===== src/rtl/csea_pkg.sv =====
// Shared types, default geometry and configuration check for the
// pipelined carry-select adder/subtractor.
package csea_pkg;

  localparam int CSEA_WIDTH  = 32;
  localparam int CSEA_BLK    = 4;
  localparam int CSEA_STAGES = 2;

  typedef struct packed {
    logic [CSEA_WIDTH-1:0] sum;
    logic                  cout;
    logic                  ovf;
  } csea_res_t;

  // Width must split into whole blocks, and blocks into equal stage groups.
  function automatic bit csea_cfg_ok(input int width, input int blk, input int stages);
    return (blk >= 1) && (stages >= 1) && (width % blk == 0) &&
           ((width / blk) % stages == 0);
  endfunction

endpackage


===== src/rtl/csea_blk.sv =====
// One combinational carry-select block: two precomputed ripple sums muxed
// by the incoming carry, or a plain ripple block when RIPPLE is set.
module csea_blk
  import csea_pkg::*;
#(
  parameter int BLK    = 4,
  parameter bit RIPPLE = 1'b0
) (
  input  logic [BLK-1:0] a,
  input  logic [BLK-1:0] b,
  input  logic           c_in,
  output logic [BLK-1:0] s,
  output logic           c_out,
  output logic           c_msb_in
);

  // Packed as {carry into top bit, carry out, sum}.
  typedef logic [BLK+1:0] rca_t;

  function automatic rca_t rca(input logic [BLK-1:0] x, input logic [BLK-1:0] y,
                               input logic c);
    logic [BLK:0]   cy;
    logic [BLK-1:0] r;
    cy[0] = c;
    for (int i = 0; i < BLK; i++) begin
      r[i]    = x[i] ^ y[i] ^ cy[i];
      cy[i+1] = (x[i] & y[i]) | (cy[i] & (x[i] ^ y[i]));
    end
    return {cy[BLK-1], cy[BLK], r};
  endfunction

  if (RIPPLE) begin : g_ripple
    assign {c_msb_in, c_out, s} = rca(a, b, c_in);
  end else begin : g_select
    rca_t r0, r1;
    assign r0 = rca(a, b, 1'b0);
    assign r1 = rca(a, b, 1'b1);
    assign {c_msb_in, c_out, s} = c_in ? r1 : r0;
  end

endmodule


===== src/rtl/csea_pipe.sv =====
// Pipelined carry-select adder/subtractor: stage g resolves block group g,
// with a global stall driven by the output handshake.
module csea_pipe
  import csea_pkg::*;
#(
  parameter int WIDTH  = CSEA_WIDTH,
  parameter int BLK    = CSEA_BLK,
  parameter int STAGES = CSEA_STAGES
) (
  input  logic             clk,
  input  logic             rst_n,
  input  logic             in_valid,
  output logic             in_ready,
  input  logic [WIDTH-1:0] a,
  input  logic [WIDTH-1:0] b,
  input  logic             cin,
  input  logic             sub,
  output logic             out_valid,
  input  logic             out_ready,
  output logic [WIDTH-1:0] sum,
  output logic             cout,
  output logic             ovf
);

  localparam int NBLK = WIDTH / BLK;
  localparam int GB   = NBLK / STAGES;
  localparam int GWB  = GB * BLK;

  if (!csea_cfg_ok(WIDTH, BLK, STAGES)) begin : g_bad_cfg
    $error("csea_pipe: illegal WIDTH/BLK/STAGES combination");
  end

  logic             advance;
  logic             c0;
  logic             cm_top;
  logic [WIDTH-1:0] b_eff;

  assign advance  = out_ready | ~out_valid;
  assign in_ready = advance;
  assign b_eff    = sub ? ~b : b;
  assign c0       = sub | cin;

  for (genvar g = 0; g < STAGES; g++) begin : st
    // Operand bits still to be added (groups g and above) and sums so far.
    localparam int SW = WIDTH - g * GWB;
    logic [SW-1:0]          sa, sb;
    logic                   sc, sv;
    logic [GWB-1:0]         gs;
    logic [GB:0]            cc;
    logic [(g+1)*GWB-1:0]   sn;

    if (g == 0) begin : g_src
      assign sa = a;
      assign sb = b_eff;
      assign sc = c0;
      assign sv = in_valid;
      assign sn = gs;
    end else begin : g_src
      assign sa = st[g-1].g_fwd.a_p;
      assign sb = st[g-1].g_fwd.b_p;
      assign sc = st[g-1].g_fwd.c_p;
      assign sv = st[g-1].g_fwd.vld_p;
      assign sn = {gs, st[g-1].g_fwd.s_p};
    end

    assign cc[0] = sc;

    for (genvar j = 0; j < GB; j++) begin : bk
      if (g == STAGES - 1 && j == GB - 1) begin : g_top
        csea_blk #(.BLK(BLK), .RIPPLE(g == 0 && j == 0)) u_blk (
          .a(sa[j*BLK +: BLK]), .b(sb[j*BLK +: BLK]), .c_in(cc[j]),
          .s(gs[j*BLK +: BLK]), .c_out(cc[j+1]), .c_msb_in(cm_top)
        );
      end else begin : g_mid
        logic cm_unused;
        csea_blk #(.BLK(BLK), .RIPPLE(g == 0 && j == 0)) u_blk (
          .a(sa[j*BLK +: BLK]), .b(sb[j*BLK +: BLK]), .c_in(cc[j]),
          .s(gs[j*BLK +: BLK]), .c_out(cc[j+1]), .c_msb_in(cm_unused)
        );
      end
    end

    if (g < STAGES - 1) begin : g_fwd
      // ---- stage g -> g+1 boundary: group carry, finished sums, pending operands
      logic [SW-GWB-1:0]    a_p, b_p;
      logic [(g+1)*GWB-1:0] s_p;
      logic                 c_p;
      logic                 vld_p;

      always_ff @(posedge clk or negedge rst_n) begin
        if (!rst_n)       vld_p <= 1'b0;
        else if (advance) vld_p <= sv;
      end

      always_ff @(posedge clk) begin
        if (advance && sv) begin
          a_p <= sa[SW-1:GWB];
          b_p <= sb[SW-1:GWB];
          s_p <= sn;
          c_p <= cc[GB];
        end
      end
    end else begin : g_out
      // ---- final boundary: result registers, held while stalled
      always_ff @(posedge clk or negedge rst_n) begin
        if (!rst_n) begin
          out_valid <= 1'b0;
          sum       <= '0;
          cout      <= 1'b0;
          ovf       <= 1'b0;
        end else if (advance) begin
          out_valid <= sv;
          if (sv) begin
            sum  <= sn;
            cout <= cc[GB];
            ovf  <= cc[GB] ^ cm_top;
          end
        end
      end
    end
  end

endmodule


===== config.mk =====
export PLATFORM = sky130hd
export DESIGN_NAME = csea_pipe
export DESIGN_NICKNAME = d
export VERILOG_FILES = /design/src/rtl/csea_pkg.sv /design/src/rtl/csea_blk.sv /design/src/rtl/csea_pipe.sv
export SDC_FILE = /design/constraint.sdc
export NUM_CORES = 1
export LEC_CHECK = 0
export CORE_UTILIZATION = 40
export CTS_CLUSTER_SIZE = 25
export DETAILED_ROUTE_END_ITERATION = 7
export MAX_ROUTING_LAYER = met4
export PLACE_DENSITY = 0.79
export RECOVER_POWER = 50
export SLEW_MARGIN = 20
export SYNTH_ARGS = -nofsm -noshare
export SYNTH_HDL_FRONTEND = slang
export SYNTH_SLANG_ARGS = --single-unit

===== constraint.sdc =====
create_clock -name clk -period 14.5 [get_ports clk]
set_input_delay 4.35 -clock clk [delete_from_list [all_inputs] [get_ports clk]]
set_output_delay 4.35 -clock clk [all_outputs]
set_load 0.01 [all_outputs]

# Yosys cells after proc, flatten, opt, wreduce, memory -nomap -nowiden
# Index checks and enable logic that the tools add are counted.
[op_classes]
bitwise_logic = 221
reduce_logical = 2
muxes = 8
[ops]
columns = ["operator", "count"]
rows = [
  ["bitwise XOR 1 bit", 79],
  ["AND 1 bit", 78],
  ["OR 1 bit", 55],
  ["two-way mux 32 bit", 1],
  ["NOT 32 bit", 1],
  ["two-way mux 5 bit", 6],
  ["NOT 1 bit", 8],
  ["two-way mux 6 bit", 1],
  ["AND reduction 2 bit", 1],
  ["logical AND 1 bit", 1],
]
[word_totals]
out_inout_bits = 36
register_bits = 85

# Depth between registers and ports, before layout
[depth]
depth_word = 14
depth_mapped = 24
depth_no_buf = 24

# Modules after synthesis
# From an unflattened synthesis, not the netlist that was laid out.
[unflattened]
hier_cells = 289
hier_area_um2 = 4475.5
[by_module_without_submodules]
columns = ["module", "cells_each", "n_inst", "area_each_um2"]
rows = [
  ["csea_pipe", 165, 1, 3296.9],
  ["csea_blk (st[0].bk[1].g_mid.u_blk ...)", 16, 7, 152.6],
  ["csea_blk (st[0].bk[0].g_mid.u_blk)", 12, 1, 110.1],
]

# Worst setup path after synthesis
# Ideal clock, no wire load.
[synth_path]
path_type = "in2reg"
startpoint = "input sub"
endpoint = "register st[0].g_fwd.s_p[15], data pin"
path_buffers = 2
arrival_time_ns = 10.334
path_slack_ns = 3.897
stages = 23
setup_ns = 0.269
cell_sequence = "clkbuf_1 > buf_2 > xnor2_1 > fa_1 > fa_1 > fa_1 > inv_1 > fa_1 > mux2i_1 > fa_1 > fa_1 > fa_1 > nor2_1 > a21oi_1 > fa_1 > fa_1 > fa_1 > nor2_1 > a21oi_1 > fa_1 > fa_1 > inv_1 > fa_1"
[synth_between]
elab_chain_cells = 13
elab_cells_between_ends = 81
classes_between = "mux: 4; bitwise: 77"
[synth_lines]
columns = ["item", "line", "text"]
rows = [
  ["from (decl)", "csea_pipe.sv:17", "input logic sub,"],
  ["two-way mux 32 bit", "csea_pipe.sv:40", "assign b_eff = sub ? ~b : b;"],
  ["bitwise XOR 1 bit", "csea_blk.sv:27", "cy[i+1] = (x[i] & y[i]) | (cy[i] & (x[i] ^ y[i]));"],
  ["AND 1 bit", "csea_blk.sv:27", ""],
  ["OR 1 bit", "csea_blk.sv:27", ""],
  ["AND 1 bit", "csea_blk.sv:27", ""],
  ["OR 1 bit", "csea_blk.sv:27", ""],
  ["AND 1 bit", "csea_blk.sv:27", ""],
  ["OR 1 bit", "csea_blk.sv:27", ""],
  ["AND 1 bit", "csea_blk.sv:27", ""],
  ["OR 1 bit", "csea_blk.sv:27", ""],
  ["two-way mux 5 bit (2 in series)", "csea_blk.sv:38", "assign {c_msb_in, c_out, s} = c_in ? r1 : r0;"],
  ["two-way mux 5 bit *", "csea_blk.sv:38", ""],
  ["net st[0].bk[3].g_mid.u_blk.s[3]", "csea_blk.sv:12", "output logic [BLK-1:0] s,"],
  ["to (signal assigned)", "csea_pipe.sv:99", "s_p <= sn;"],
  ["to (decl)", "csea_pipe.sv:86", "logic [(g+1)*GWB-1:0] s_p;"],
]
# The timed path passes the listed nets; every way through them passes the cells marked *.
# A chain may end at the register's enable or synchronous reset.

# Worst setup path in the final report
# Ends and elaborated chain as after synthesis.

==> results_dict.tcl <==
set metrics [dict create \
    crit_type "in -> reg" \
    report.final.hold_viol_count 0 \
    async_flop_share_pct 42.35 \
    cts.sinks 85 \
    die_height_um 103.8 \
    synthSimpleGateAreaFrac_pct 2.777 \
    yosys.area.top_type "edfxtp_1" \
    max_clock_freq_mhz 83.81 \
    yosysSeqAreaShare_pct 57.23 \
    startpoint_type "input port" \
    synth_top_family_by_area "adder cells" \
    synth.most_common_cell "inv_1" \
    netlist_area_sq_mm 0.004145 \
    cts.repair.resized 0 \
    diodes 0 \
    use_met1_pct 15.46 \
    peakVddDrop_v 0.00005608 \
    place_inst 525 \
    grt_pass1_wl_um 11740 \
    first_pass_iters 4 \
    place_ws_ps 3159 \
    synth_fa_ha_area_share_pct 15.94 \
    clk_pin_slew_ps 90 \
    ys_ff_latch 85 \
    synth_mux_area_share_pct 7.003 \
    numCtsBuffers 9 \
    post-route-util_pct 55.56 \
    outcome "complete, but fails checks" \
    cp_max_fo 33 \
    power_density_mw_per_mm2 127.2 \
    start_util_pct 41.83 \
    grt_pass1_vias 2589 \
    drv_cap 3 \
    worst_pin_slew_ps 3163 \
    layout_min_cycle_time_ps 11930 \
    h-tree-depth 3 \
    skew_ps 14.52 \
    hold_start "st[0].g_fwd.s_p[6]" \
    area_delta_synth_final_pct 32.81 \
    die_area_sq_mm 0.01077 \
    die_w_um 103.8 \
    synth_nets 404 \
    slew_violations 121 \
    rsz0062_at_grt "no" \
    placementRows 36 \
    place_congestion 0.7288 \
    synth.avg_cell_area_sq_um 14.05 \
    finalCritPeriodShare_pct 82.29 \
    yosysWarnings 0 \
    drtIter0Drc 59 \
    ys_top_cells_by_area "edfxtp_1 (35%), dfrtp_1 (22%), fa_1 (11%), mux2_2 (6.2%), xor2_1 (5.5%)" \
    cts_hold_buf 0 \
    grt-busiest-layer "met2" \
    tns_ps 0 \
    netlist_instances 295 \
    vias_per_cell 4.449 \
    synth_top_cell_area_share_pct 35.50 \
    cts_setup_buffers 0 \
    ios 106 \
    dpl.hpwl_um 5335 \
    ant_nets 0 \
    finalSetupViolCount 0 \
    cp.required_ps 14600 \
    crit_path_end_kind "flip-flop" \
    port-buffer-count 105 \
    rr_startpoint "st[0].g_fwd.a_p[0]" \
    final_layout_size_suffix_gt1_share_pct 9.804 \
    layout.cells.non_filler 541 \
    fin_ws_ps 2568 \
    ys.flop_type "edfxtp_1" \
    wl_per_cell_um 13.24 \
    clock_latency_ps 340 \
    grt_max_degree 50 \
    synth_common_cells "inv_1 (53), edfxtp_1 (49), dfrtp_1 (36)" \
    clockRootBuffer "clkbuf_8" \
    cp-startpoint "sub" \
    vias 2407 \
    gr-total-overflow 0 \
    hold_path_class "reg -> reg" \
    synth-compound-area-share_pct 2.324 \
    met3_usage_pct 2.958 \
    holdWs_ps 461.6 \
    synth_edf_count 49 \
    antenna_found_initial 0 \
    maxSlewHeadroom_pct -111.0 \
    failed_checks "max-capacitance violations, max-slew violations" \
    drc 0 \
    ys_types 26 \
    crit_arrival_ps 12030 \
    fin_nets 512 \
    cts_tree "built" \
    wl_um 7161 \
    grt_use_total_pct 14.52 \
    synth_xor_area_share_pct 8.874 \
    cts.path.max_buffers 2 \
    p_leak_nw 2.307 \
    core_area_sq_mm 0.009910 \
    use_met2_pct 26.14 \
]
per-layer routing:
metal  wire length [um]  vias to the layer above
li1                   -                     1157
met1               2994                     1169
met2               3802                       73
met3                263                        8
met4                100                        0
met5                  0                        -
state kept, by name, summed over array words and instances, names as in the netlist:
| name | flops |
|---|---|
| st.g_fwd.b_p | 16 |
| sum | 32 |
| st.g_fwd.a_p | 16 |
| st.g_fwd.vld_p | 1 |
| ovf | 1 |
| out_valid | 1 |
| st.g_fwd.c_p | 1 |
| st.g_fwd.s_p | 16 |
| cout | 1 |
cells by family after synthesis:
family	Yosys count
AOI/OAI and AO/OA	18
xor gates and xnor gates	42
adders and majority gates	39
buffers and inverters	61
DFF	85
muxes	26
and+or+nand+nor	24
worst max-delay path, stage by stage:
cell and delay, ps:
clkbuf_1 1610, xnor2_1 280, fa_1 500, fa_1 380, fa_1 360, inv_1 70
fa_1 220, mux2i_1 110, fa_1 390, fa_1 400, fa_1 430, nor2_1 110
a21oi_1 60, fa_1 410, fa_1 410, fa_1 450, nor2_1 120, a21oi_1 60
fa_1 420, fa_1 410, inv_1 80, fa_1 400
cell usage in the layout (no fill, tap or decap):
master	n
a21oi_1	3
and2_0	1
bufinv_16	1
clkbuf_1	3
clkbuf_8	10
clkdlybuf4s50_1	64
clkinvlp_4	4
dfrtp_1	36
dlygate4sd3_1	39
edfxtp_1	49
fa_1	23
ha_1	16
inv_1	53
mux2_1	1
mux2_2	23
mux2i_1	2
nand2_1	14
nand2_2	1
nand2b_1	2
nor2_1	4
nor2b_1	1
nor2b_4	1
o21ai_0	12
o21ai_1	1
o31a_1	1
o31ai_1	1
xnor2_1	16
xor2_1	26
cell type report:
class / count / area (sq um)
clock buffers: 11 / 141.4
fillers: 831 / 4404
multi-input cells: 149 / 1528
flip-flops and latches: 85 / 2372
clock inverters: 5 / 60.06
inverters: 53 / 198.9
well taps: 133 / 166.4
repair buffers: 105 / 1039
per-stage QoR:
| step | instance area [sq um] | power, mW |
|---|---|---|
| floorplan | 4145 | 0.4380 |
| global placement | 5310 | 0.5439 |
| detailed placement | 5310 | 0.5535 |
| CTS | 5512 | 0.7185 |
| global route | 5505 | 0.7403 |
| finish | 5505 | 0.7005 |
power by group:
part | total [mW] | internal, mW | switching, mW | leakage (nW)
sequential | 0.333 | 0.312 | 0.0211 | 0.893
clock | 0.167 | 0.0844 | 0.0827 | 0.0878
combinational | 0.200 | 0.113 | 0.0869 | 1.33
total | 0.701 | 0.510 | 0.191 | 2.31
path summary, 6_finish.rpt:
path                            slack [ps]             endpoint  depth (start not counted)
worst min register to register         460               sum[6]                          1
worst max-delay path                  2570  st[0].g_fwd.s_p[15]                         22
max in group asynchronous             8740              sum[13]                          1
worst min-delay path                   460               sum[6]                          1
min in group asynchronous             4580               sum[0]                          1
worst max register to register        8890                  ovf                         22
No activity file was read; power rests on OpenSTA's default activity.
